===== src/rtl/cursor_ctrl.sv =====
// Grid cursor driven by a 5-bit button code, with hold-to-repeat and
// either wrapping or saturating edges.
`ifndef BUTTON_NONE
`define BUTTON_NONE  5'd0
`endif
`ifndef BUTTON_UP
`define BUTTON_UP    5'd1
`endif
`ifndef BUTTON_DOWN
`define BUTTON_DOWN  5'd2
`endif
`ifndef BUTTON_LEFT
`define BUTTON_LEFT  5'd3
`endif
`ifndef BUTTON_RIGHT
`define BUTTON_RIGHT 5'd4
`endif

module cursor_ctrl #(
  parameter int COLS         = 8,
  parameter int ROWS         = 8,
  parameter int WRAP         = 0,
  parameter int REPEAT_DELAY = 50,
  parameter int REPEAT_RATE  = 10,
  parameter int X_INIT       = 0,
  parameter int Y_INIT       = 0,
  localparam int XW = (COLS > 1) ? $clog2(COLS) : 1,
  localparam int YW = (ROWS > 1) ? $clog2(ROWS) : 1,
  localparam int PW = (COLS * ROWS > 1) ? $clog2(COLS * ROWS) : 1
) (
  input  logic          clk,
  input  logic          rst_n,
  input  logic [4:0]    button_i,
  output logic [XW-1:0] x_pos_o,
  output logic [YW-1:0] y_pos_o,
  output logic [PW-1:0] position_o,
  output logic          moved_o,
  output logic          blocked_o
);

  localparam int CMAX = (REPEAT_DELAY > REPEAT_RATE) ? REPEAT_DELAY : REPEAT_RATE;
  localparam int CW   = (CMAX > 0) ? $clog2(CMAX + 1) : 1;

  typedef enum logic [1:0] {IDLE, DELAY, REPEAT} state_t;

  state_t        state;
  logic [CW-1:0] cnt;
  logic [4:0]    btn_q;

  logic          is_dir, press, held;
  logic          delay_done, rate_done, do_move;
  logic          at_edge;
  logic [XW-1:0] x_next;
  logic [YW-1:0] y_next;

  always_comb begin
    is_dir     = (button_i == `BUTTON_UP)   || (button_i == `BUTTON_DOWN) ||
                 (button_i == `BUTTON_LEFT) || (button_i == `BUTTON_RIGHT);
    press      = is_dir && (button_i != btn_q);
    held       = is_dir && (button_i == btn_q);
    delay_done = (REPEAT_DELAY > 0) && (cnt == CW'(REPEAT_DELAY - 1));
    rate_done  = (cnt == CW'(REPEAT_RATE - 1));
    do_move    = press || (held && (((state == DELAY) && delay_done) ||
                                    ((state == REPEAT) && rate_done)));
  end

  // Candidate coordinates for the current button; at_edge flags a saturated move.
  always_comb begin
    x_next  = x_pos_o;
    y_next  = y_pos_o;
    at_edge = 1'b0;
    case (button_i)
      `BUTTON_UP: begin
        if (y_pos_o == '0) begin
          if (WRAP != 0) y_next = YW'(ROWS - 1);
          else           at_edge = 1'b1;
        end else begin
          y_next = y_pos_o - YW'(1);
        end
      end
      `BUTTON_DOWN: begin
        if (y_pos_o == YW'(ROWS - 1)) begin
          if (WRAP != 0) y_next = '0;
          else           at_edge = 1'b1;
        end else begin
          y_next = y_pos_o + YW'(1);
        end
      end
      `BUTTON_LEFT: begin
        if (x_pos_o == '0) begin
          if (WRAP != 0) x_next = XW'(COLS - 1);
          else           at_edge = 1'b1;
        end else begin
          x_next = x_pos_o - XW'(1);
        end
      end
      `BUTTON_RIGHT: begin
        if (x_pos_o == XW'(COLS - 1)) begin
          if (WRAP != 0) x_next = '0;
          else           at_edge = 1'b1;
        end else begin
          x_next = x_pos_o + XW'(1);
        end
      end
      default: begin
        x_next  = x_pos_o;
        y_next  = y_pos_o;
        at_edge = 1'b0;
      end
    endcase
  end

  always_ff @(posedge clk or negedge rst_n) begin
    if (!rst_n) begin
      state      <= IDLE;
      cnt        <= '0;
      btn_q      <= `BUTTON_NONE;
      x_pos_o    <= XW'(X_INIT);
      y_pos_o    <= YW'(Y_INIT);
      position_o <= PW'(Y_INIT * COLS + X_INIT);
      moved_o    <= 1'b0;
      blocked_o  <= 1'b0;
    end else begin
      btn_q     <= button_i;
      moved_o   <= 1'b0;
      blocked_o <= 1'b0;

      if (do_move) begin
        if (at_edge) begin
          blocked_o <= 1'b1;
        end else begin
          x_pos_o    <= x_next;
          y_pos_o    <= y_next;
          position_o <= PW'(int'(y_next) * COLS + int'(x_next));
          moved_o    <= 1'b1;
        end
      end

      // The counter restarts from zero on every state entry, including a DELAY re-entry.
      case (state)
        IDLE: begin
          cnt <= '0;
          if (press && (REPEAT_DELAY > 0)) state <= DELAY;
        end
        DELAY: begin
          if (press) begin
            cnt <= '0;
          end else if (!is_dir) begin
            state <= IDLE;
            cnt   <= '0;
          end else if (delay_done) begin
            state <= REPEAT;
            cnt   <= '0;
          end else begin
            cnt <= cnt + CW'(1);
          end
        end
        REPEAT: begin
          if (press) begin
            state <= (REPEAT_DELAY > 0) ? DELAY : IDLE;
            cnt   <= '0;
          end else if (!is_dir) begin
            state <= IDLE;
            cnt   <= '0;
          end else if (rate_done) begin
            cnt <= '0;
          end else begin
            cnt <= cnt + CW'(1);
          end
        end
        default: begin
          state <= IDLE;
          cnt   <= '0;
        end
      endcase
    end
  end

endmodule


===== config.mk =====
export PLATFORM = sky130hd
export DESIGN_NAME = cursor_ctrl
export DESIGN_NICKNAME = d
export VERILOG_FILES = /design/src/rtl/cursor_ctrl.sv
export SDC_FILE = /design/constraint.sdc
export NUM_CORES = 1
export LEC_CHECK = 0
export BUFFER_PORTS_ARGS = -buffer_cell sky130_fd_sc_hd__buf_2
export CAP_MARGIN = 15
export CORE_ASPECT_RATIO = 1.2
export CORE_MARGIN = 2
export CORE_UTILIZATION = 35
export CTS_CLUSTER_SIZE = 16
export DETAILED_ROUTE_END_ITERATION = 10
export GPL_ROUTABILITY_DRIVEN = 0
export GPL_TIMING_DRIVEN = 0
export HOLD_SLACK_MARGIN = 0.1
export PLACE_DENSITY = 0.63
export RECOVER_POWER = 100
export REMOVE_ABC_BUFFERS = 1
export SYNTH_ARGS = -nofsm -noshare
export SYNTH_HDL_FRONTEND = slang
export SYNTH_SLANG_ARGS = --single-unit

===== constraint.sdc =====
create_clock -name clk -period 1.8 [get_ports clk]
set_input_delay 0.27 -clock clk [delete_from_list [all_inputs] [get_ports clk]]
set_output_delay 0.27 -clock clk [all_outputs]
set_load 0.005 [all_outputs]

======== Word-level counts from Yosys, hierarchy flattened ========
Index checks and enable logic that the tools add are counted.
storage, ports and cells
  input port bits ......................... 7
  word-level logic and storage cells ...... 75
  output and inout bits ................... 14
  register bits after elaboration ......... 27
operators by class
  bitwise logic cells ..................... 1
  eq/ne operators ......................... 16
  reduce and logical (&&, ||, !) cells .... 15
  $add $sub $neg .......................... 6
  mux-type cells .......................... 29
operators with widths
  operator                                             number
  2-to-1 mux 6 bit                                     6
  2-to-1 mux 2 bit                                     6
  2-to-1 mux 3 bit                                     4
  one-hot mux 3 bit (2 select lines)                   2
  one-hot mux 6 bit (2 select lines)                   1
  equality test 5 x 2 -> 1 bit, second input constant  2
  2-to-1 mux 1 bit                                     8
  adder 3 x 1 -> 3 bit, second input constant          2
  adder 6 x 1 -> 6 bit, second input constant          1
  adder 6 x 3 -> 6 bit                                 1
  equality test 3 bit, second input constant           2
  equality test 6 x 4 -> 1 bit, second input constant  1
  equality test 6 bit, second input constant           1
  logical NOT 3 bit                                    2
  != test 3 bit, second input constant                 2
  one-hot mux 2 bit (3 select lines)                   1
  subtractor 3 x 1 -> 3 bit, second input constant     2
  equality test 5 x 1 -> 1 bit, second input constant  1
  equality test 5 x 3 -> 1 bit, second input constant  1
  equality test 5 bit                                  1
  logical AND 1 bit                                    5
  logical OR 1 bit                                     5
  != test 5 bit                                        1
  != test 2 bit, second input constant                 2
  7 further kinds                                      7

======== Logic depth before layout (Yosys ltp) ========
Gate-level depths: netlist of run 1.
  depth after elaboration ................. 8
  gate-level depth with buffers ........... 7

======== Worst setup path after synthesis of run 1 ========
Ideal clock, no wire load.
  path type ............................... flip-flop to flip-flop
  from .................................... register (tool-made name)
  to ...................................... register (tool-made name)
  data required time ...................... 1.672 ns
  setup time .............................. 0.128 ns
  stages on the path, launching flop included .. 8
  buffers on the path ..................... 0
  path slack .............................. -0.025 ns
  data arrival time ....................... 1.698 ns
  path through ............................ dfrtp_1 > inv_1 > ha_1 > nor4bb_1 > o21ai_2 > o221ai_2 > nand4b_1 > mux2_1

==> results of run 1 <==
layer usage:
layer,part of all wire [%],vias to the layer above,track usage (%)
met2,55,22,25.5
met5,0,-,0
met3,2.6,5,1.36
met1,41,566,14.5
met4,1.6,0,5.93
li1,-,553,-
Yosys cell counts, drive strengths merged (2+ instances only):
library cell / number / share of area [%]
dfrtp: 21 / 37
ha: 12 / 11
inv: 11 / 2.9
buf: 8 / 4.2
nand2: 8 / 2.1
nor2: 8 / 2.1
xor2: 7 / 4.3
nand3: 5 / 2.1
xnor2: 5 / 3.1
nor3: 4 / 2.1
a31oi: 3 / 2.4
nand2b: 3 / 1.3
nor3b: 3 / 1.9
o21ai: 3 / 1.6
a211oi: 2 / 1.1
a21o: 2 / 1.1
and2: 2 / 0.88
nand3b: 2 / 1.1
nand4: 2 / 0.88
nand4b: 2 / 1.2
nor2b: 2 / 1.1
nor4b: 2 / 1.2
or3: 2 / 0.88
worst register-to-register path, delay by kind of cell, from the launching register on:
family | cells | cell delay, ps
AOI/OAI and AO/OA | 2 | 310
muxes | 1 | 340
DFF | 1 | 380
adders and majority gates | 1 | 170
and+or+nand+nor | 2 | 420
buffers and inverters | 1 | 90
cell families after synthesis:
logic type / share of synthesized area [%]
AO/OA/AOI/OAI: 14.3
multiplexers: 1.49
adder cells (fa/ha/maj): 10.5
buffers and inverters: 7.11
AND/OR/NAND/NOR: 22.4
XOR/XNOR: 7.37
flip-flops: 36.8
path summary, 6_finish.rpt:
| path | startpoint | to | cells after the start |
|---|---|---|---|
| worst max-delay path | register | register | 7 |
| worst min-delay path | button_i[4] | btn_q[4] | 1 |
| worst max register to register | register | register | 7 |
| worst min register to register | cnt[0] | cnt[0] | 1 |
| max in group asynchronous | rst_n | cnt[0] | 2 |
| min in group asynchronous | rst_n | state[0] | 2 |
what timing repair did:
item | in CTS | in global routing
pin swaps | 6 | 6
buffers inserted | 9 | 3
endpoints found under the hold margin | 21 | 0
setup endpoints to repair | 5 | 8
hold buffers | 1 | 0
resized for setup | 14 | 5
area by class of cell:
cell class	instances	area (um^2)	area share, %
multi-input combinational	100	898	51.1
clock buffer	4	45.0	2.56
sequential	21	526	29.9
inverter	11	41.3	2.35
timing repair buffer	33	181	10.3
tap	54	67.6	3.84
where the power goes:
group / switching (mW) / internal (mW) / leakage (nW)
Sequential: 0.0397 / 0.513 / 0.277
Clock: 0.157 / 0.158 / 0.0228
Combinational: 0.287 / 0.289 / 0.445
through the flow:
step	setup WS (ps)	instance area, um^2	power [mW]
floorplan	-41.3	1370	0.854
global placement	-168	1530	0.972
finish	-20.4	1760	1.44
CTS	-79.4	1720	1.41
detailed placement	-208	1530	0.983
global route	-92.8	1760	1.54
==> reports/qor.csv, run 1 <==
metric;value;unit
most frequent cells in the layout;21 x dfrtp_1, 12 x clkbuf_1, 11 x buf_2;
Core Region;3940;um^2
initial antenna violation count;0;
startpoint types;register;
Iter 0 DRT Violations;30;
CP arrival;1970;ps
Inst Count DP;206;
CTS Buf Count;3;
Layout Nets;189;
Clock transition at path regs;80;ps
vias per inst;5.14;
post-synthesis async set-or-reset flop share;100;%
Die W;62.3;um
fill count;396;
syn_area_per_cell;10.2;um^2
setup slack after layout;-20.4;ps
Final ANT Viol Nets;0;
layout cells sized above 1;29.0;%
Area Overhead vs Synth;23.3;%
Cell Area, Synth;1430;um^2
max-cap check violation count;0;
fmax;549;MHz
Critical Path Fanout Max;4;
clk root buf;clkbuf_8;
worst path required time;1950;ps
gr usage total;13.0;%
flops & latches, synth;21;
dominant synthesized flop cell;dfrtp_1;
DR WL/cell;13.1;um
Chip Height;73.9;um
outcome;complete, but fails checks;
crit share post-route;101;%
delay-heaviest family, CP;simple AND/OR/NAND/NOR gates;
commonest non-fill, non-tap cell in the layout;dfrtp_1;
row count;25;
sequential share of the synthesized area;36.8;%
worst hold slack;185;ps
Via Count;1146;
CTS sink cnt;21;
violated checks;negative setup slack;
crit path kind;reg2reg;
Tmin final;1820;ps
Cell Chain, Critical Path;inv_1 -> ha_4 -> nor4bb_4 -> o21ai_2 -> o221ai_4 -> nand4b_1 -> mux2_4;
Clock Tree Buf Depth;2;
number of global-route vias before repair;1115;
pin count of the biggest net entering global routing;22;
Min-Delay Path Class;in2reg;
GRT overflow;0;
clock skew;2.09;ps
crit path buf inv count;1;
drt pass-1 iters;4;
Crit-path slowest cell;dfrtp_1;
H-tree Lvls;1;
yosys warns;0;
DIE AREA;4600;um^2
reg2reg setup slack;-20;ps
Unique masters post-synth;50;
DR DRC count;0;
Crit. End Element;register;
Port Buffers;20;
I/O Pins;21;
Clock Latency Late Sink;260;ps
final core occ;44.6;%
leakage power;0.745;nW
Rel. slew slack;21.0;%
Hold Fails Final Rpt;0;
global-route wire length before repair;4770;um
CTS tree;yes;
fin cells;223;
final setup vio count;2;
detailed placement HPWL;2050;um
unrepaired setup endpoints after global routing;yes;
Initial Util;36.2;%
DRT Wirelength;2930;um
Worst path max stage delay;380;ps
final slew viol count;0;
peak supply drop;356;uV
Syn Inst Count;140;
count of flip-flops with a built-in enable after synthesis;0;
Fin Setup TNS;-21.0;ps
pwr dens;820;nW/um^2
n_diodes;0;
Worst-Margin Slew;1190;ps
No activity file was read; power rests on OpenSTA's default activity.
==> inputs of run 2 (changes only) <==
--- a/config.mk
+++ b/config.mk
@@ -7,7 +7,7 @@
 export LEC_CHECK = 0
 export BUFFER_PORTS_ARGS = -buffer_cell sky130_fd_sc_hd__buf_2
 export CAP_MARGIN = 15
-export CORE_ASPECT_RATIO = 1.2
+export CORE_ASPECT_RATIO = 0.9
 export CORE_MARGIN = 2
 export CORE_UTILIZATION = 35
 export CTS_CLUSTER_SIZE = 16
==> reports/qor.csv, run 2 (synthesis gave the netlist of run 1 again) <==
metric;value;unit;change
Die W;71.3;um;was 62.3 um
power share of the clock group;20.9;%;was 21.8%
hold_sp;button_i[4];;unchanged
max-cap check violation count;0;;unchanged
Chip Height;64.6;um;was 73.9 um
detailed placement HPWL;2030;um;was 2050 um
Layout Nets;191;;was 189
vias per inst;5.06;;was 5.14
CTS tree;yes;;unchanged
peak supply drop;529;uV;was 356 uV
Port Buffers;20;;unchanged
I/O Pins;21;;unchanged
internal power;0.982;mW;was 0.959 mW
CTS Buf Count;3;;unchanged
Worst-Margin Slew;1170;ps;was 1190 ps
Final ANT Viol Nets;0;;unchanged
GRT overflow;0;;unchanged
Critical Path Source;state[0];;
setup slack after layout;-48.4;ps;was -20.4 ps
worst path required time;1940;ps;was 1950 ps
Clock transition at path regs;80;ps;about the same
Hold Fails Final Rpt;0;;unchanged
Clock Tree Buf Depth;2;;unchanged
Crit. End Element;register;;unchanged
Rel. slew slack;21.8;%;was 21.0%
unrepaired setup endpoints after global routing;yes;;unchanged
Min-Delay Path Class;in2reg;;unchanged
initial antenna violation count;0;;unchanged
clock skew;6.63;ps;was 2.09 ps
final setup vio count;3;;was 2
Fin Setup TNS;-62.1;ps;was -21.0 ps
Clock Latency Late Sink;260;ps;about the same
Hold Path Depth;1;;unchanged
Via Count;1108;;was 1146
n_diodes;0;;unchanged
pin count of the biggest net entering global routing;22;;unchanged
Logic pwr share;41.1;%;was 39.9%
Seq. cell area;527;um^2;was 526 um^2
startpoint types;register;;unchanged
fill count;381;;was 396
violated checks;negative setup slack;;unchanged
Core Region;3990;um^2;was 3940 um^2
leakage power;0.765;nW;was 0.745 nW
CP arrival;1990;ps;was 1970 ps
Iter 0 DRT Violations;30;;unchanged
crit share post-route;103;%;was 101%
area occupied by multi-input gates;907;um^2;was 898 um^2
crit path kind;reg2reg;;unchanged
pwr dens;826;nW/um^2;was 820 nW/um^2
fmax;541;MHz;was 549 MHz
pre-CTS setup slack;-224;ps;was -208 ps
DR DRC count;0;;unchanged
Critical Path Fanout Max;4;;unchanged
Area Overhead vs Synth;25.2;%;was 23.3%
H-tree Lvls;1;;unchanged
Tmin final;1850;ps;was 1820 ps
outcome;complete, but fails checks;;unchanged
sequential power share;38.1;%;was 38.3%
worst hold slack;196;ps;was 185 ps
Sw Pwr;0.494;mW;was 0.484 mW
number of global-route vias before repair;1181;;was 1115
final slew viol count;0;;unchanged
Reg-to-Reg Start;state[0];;
Switching Fraction;33.5;%;about the same
worst hold endpoint;btn_q[4];;unchanged
CTS sink cnt;21;;unchanged
final core occ;44.7;%;was 44.6%
gr usage total;14.4;%;was 13.0%
clk root buf;clkbuf_8;;unchanged
reg2reg path depth;7;;unchanged
commonest non-fill, non-tap cell in the layout;dfrtp_1;;unchanged
DRT Wirelength;3120;um;was 2930 um
most frequent cells in the layout;20 x dfrtp_1, 14 x buf_2, 11 x buf_4;;was 21 x dfrtp_1, 12 x clkbuf_1, 11 x buf_2
Initial Util;35.7;%;was 36.2%
global-route wire length before repair;5310;um;was 4770 um
drt pass-1 iters;4;;unchanged
layout cells sized above 1;32.7;%;was 29.0%
reg2reg setup slack;-50;ps;was -20 ps
row count;22;;was 25
DR WL/cell;14.3;um;was 13.1 um
DIE AREA;4600;um^2;about the same
[run 2: changes by cell type in the layout (fill, tap and decap cells not counted), sizes merged]
cell    previous run  this run
buf               20        26
clkbuf            16        12
[run 2: power by group through the flow]
stage          sequential (mW)  clock (mW)  combinational (mW)
2_1_floorplan            0.563           0               0.291
3_3_place_gp             0.561           0               0.408
3_5_place_dp             0.565           0               0.417
4_1_cts                  0.558       0.325               0.562
5_1_grt                  0.569       0.346               0.663
6_report                 0.562       0.308               0.606
[run 2: through the flow]
step	power (mW)	cell area, um^2	instances
after floorplan	0.854	1370	132
after global placement	0.970	1530	200
after detailed placement	0.982	1530	200
after CTS	1.44	1750	217
after global routing	1.58	1790	219
final	1.48	1790	219
[run 2: how the worst max path moves through the flow]
stage	endpoint	slack [ps]	depth (start not counted)
2_1_floorplan	register	-40	7
3_3_place_gp	register	-160	7
3_5_place_dp	register	-220	7
4_1_cts	register	-80	7
5_1_grt	register	-130	7
6_report	register	-50	7
[run 2: what timing repair did]
| item | 4_1_cts | 5_1_grt |
|---|---|---|
| buffers inserted | 12 | 2 |
| pin swaps | 9 | 7 |
| endpoints found under the setup margin | 5 | 8 |
| gates cloned | 0 | 0 |
| gates resized for setup | 16 | 7 |
| hold buffers | 1 | 0 |
| endpoints found under the hold margin | 21 | 0 |
[run 2: worst max-delay path, cell delays in order, from the launching register on]
cell and delay, ps:
dfrtp_2 440, inv_2 90, ha_4 130, nand4bb_1 90
a21o_1 230, a31oi_4 210, nand4b_1 200, mux2_4 330
[run 2: area by class of cell]
| class | count | area share, % |
|---|---|---|
| clock buffers | 4 | 2.52 |
| inverters | 11 | 2.31 |
| multi-input cells | 100 | 50.8 |
| flip-flops and latches | 21 | 29.5 |
| well taps | 48 | 3.36 |
| repair buffers | 35 | 11.5 |
[run 2: per-layer routing]
| metal | global-route usage (%) | vias up | wire length (um) |
|---|---|---|---|
| met5 | 0 | - | 0 |
| met4 | 4.48 | 0 | 52 |
| met3 | 3.89 | 8 | 141 |
| met2 | 25.7 | 25 | 1550 |
| met1 | 16.8 | 521 | 1380 |
| li1 | - | 554 | - |
==> inputs of run 3 (changes only) <==
--- a/config.mk
+++ b/config.mk
@@ -5,12 +5,11 @@
 export SDC_FILE = /design/constraint.sdc
 export NUM_CORES = 1
 export LEC_CHECK = 0
-export BUFFER_PORTS_ARGS = -buffer_cell sky130_fd_sc_hd__buf_2
+export BUFFER_PORTS_ARGS = -buffer_cell sky130_fd_sc_hd__buf_4
 export CAP_MARGIN = 15
 export CORE_ASPECT_RATIO = 0.9
 export CORE_MARGIN = 2
 export CORE_UTILIZATION = 35
-export CTS_CLUSTER_SIZE = 16
 export DETAILED_ROUTE_END_ITERATION = 10
 export GPL_ROUTABILITY_DRIVEN = 0
 export GPL_TIMING_DRIVEN = 0
==> reports/qor.csv, run 3 (synthesis gave the netlist of run 1 again) <==
metric;value;unit;change
outcome;complete, but fails checks;;unchanged
violated checks;negative setup slack;;unchanged
crit path buf inv count;1;;unchanged
clock skew;1.33;ps;was 6.63 ps
I/O Pins;21;;unchanged
fin cells;218;;was 219
H-tree Lvls;1;;unchanged
Initial Util;35.7;%;unchanged
cell count along the critical path;7;;unchanged
Rel. slew slack;21.8;%;about the same
worst path required time;1950;ps;was 1940 ps
initial antenna violation count;0;;unchanged
DR WL/cell;14.1;um;was 14.3 um
crit path kind;reg2reg;;unchanged
Cell Chain, Critical Path;inv_2 -> ha_4 -> nor4bb_4 -> o21ai_2 -> o221ai_4 -> nand4b_1 -> mux2_4;;was inv_2 -> ha_4 -> nand4bb_1 -> a21o_1 -> a31oi_4 -> nand4b_1 -> mux2_4
Area Overhead vs Synth;28.1;%;was 25.2%
peak supply drop;375;uV;was 529 uV
Fin Setup TNS;-204;ps;was -62.1 ps
commonest non-fill, non-tap cell in the layout;dfrtp_1;;unchanged
Hold Path Depth;1;;unchanged
max-cap check violation count;0;;unchanged
Critical Path Fanout Max;5;;was 4
CP arrival;2020;ps;was 1990 ps
Crit. End Element;register;;unchanged
layout cells sized above 1;32.9;%;was 32.7%
pwr dens;837;nW/um^2;was 826 nW/um^2
Iter 0 DRT Violations;17;;was 30
crit share post-route;104;%;was 103%
reg2reg path depth;7;;unchanged
drt pass-1 iters;4;;unchanged
CTS Buf Count;3;;unchanged
vias per inst;5.14;;was 5.06
Inst Count DP;200;;unchanged
Placed Area;1580;um^2;was 1530 um^2
most frequent cells in the layout;20 x dfrtp_1, 18 x buf_4;;was 20 x dfrtp_1, 14 x buf_2, 11 x buf_4
PnR Total Power;1.53;mW;was 1.48 mW
Die W;71.3;um;unchanged
Tmin final;1870;ps;was 1850 ps
number of global-route vias before repair;1108;;was 1181
Port Buffers;20;;unchanged
Final ANT Viol Nets;0;;unchanged
Worst path max stage delay;420;ps;was 440 ps
gr usage total;14.2;%;was 14.4%
Finished Cell Area;1830;um^2;was 1790 um^2
row count;22;;unchanged
Hold Fails Final Rpt;0;;unchanged
Worst-Margin Slew;1170;ps;about the same
global-route wire length before repair;5240;um;was 5310 um
Crit-path slowest cell;dfrtp_1;;was dfrtp_2
Clock Tree Buf Depth;2;;unchanged
GRT overflow;0;;unchanged
pin count of the biggest net entering global routing;22;;unchanged
Min-Delay Path Class;in2reg;;unchanged
final slew viol count;0;;unchanged
unrepaired setup endpoints after global routing;yes;;unchanged
n_diodes;0;;unchanged
DRT Wirelength;3060;um;was 3120 um
Layout Nets;190;;was 191
delay-heaviest family, CP;simple AND/OR/NAND/NOR gates;;was flip-flops
leakage power;0.773;nW;was 0.765 nW
Core Region;3990;um^2;unchanged
Clock transition at path regs;80;ps;about the same
final setup vio count;5;;was 3
CTS tree;yes;;unchanged
detailed placement HPWL;2070;um;was 2030 um
DR DRC count;0;;unchanged
Clock Latency Late Sink;260;ps;about the same
setup slack after layout;-74.2;ps;was -48.4 ps
startpoint types;register;;unchanged
clk root buf;clkbuf_8;;unchanged
CTS sink cnt;21;;unchanged
Chip Height;64.6;um;unchanged
fmax;534;MHz;was 541 MHz
Via Count;1121;;was 1108
DIE AREA;4600;um^2;unchanged
run 3: changes by cell type in the layout (fill, tap and decap cells not counted), sizes merged:
cell / previous run / this run
buf: 26 / 21
clkbuf: 12 / 16
run 3: worst register-to-register path, stage by stage, from the launching register on:
cell	delay, ps
dfrtp_1	420
inv_2	70
ha_4	170
nor4bb_4	150
o21ai_2	200
o221ai_4	160
nand4b_1	270
mux2_4	340
run 3: per-stage QoR:
stage / setup WS (ps) / utilization, % / hold slack, ps
floorplan: -41.3 / - / -25.6
global placement: -172 / 39.5 / 169
detailed placement: -221 / 39.5 / 175
CTS: -95.3 / 44.5 / 156
global route: -171 / 45.8 / 157
finish: -74.2 / 45.8 / 164
run 3: path summary, 6_finish.rpt:
check	from	endpoint	slack, ps
setup / recovery	register	register	-70
hold / removal	button_i[4]	btn_q[4]	160
setup reg to reg	register	register	-70
hold reg to reg	cnt[0]	cnt[0]	500
max in group asynchronous	rst_n	state[1]	260
min in group asynchronous	rst_n	cnt[5]	760
run 3: final cells by class:
| type | instances | area, um^2 |
|---|---|---|
| flip-flops and latches | 21 | 527 |
| inverters | 11 | 41.3 |
| fillers | 359 | 2160 |
| multi-input cells | 100 | 891 |
| repair buffers | 34 | 263 |
| well taps | 48 | 60.1 |
| clock buffers | 4 | 45.0 |
run 3: what timing repair did:
| item | in CTS | in global routing |
|---|---|---|
| setup buffers | 10 | 3 |
| setup endpoints to repair | 6 | 7 |
| gates cloned | 0 | 0 |
| endpoints found under the hold margin | 21 | 0 |
| pin swaps | 7 | 11 |
| resized for setup | 14 | 8 |
| hold buffers | 1 | 0 |
run 3: routing by layer:
layer,wire length [um],global-route usage [%]
met1,1410,18.2
met2,1530,23.5
met3,103,4.20
met4,19,3.54
met5,0,0
run 3: power by group:
group	switching (mW)	internal, mW	total, mW
logic	0.297	0.359	0.656
clock network	0.155	0.158	0.312
registers	0.0462	0.514	0.560
total	0.498	1.03	1.53
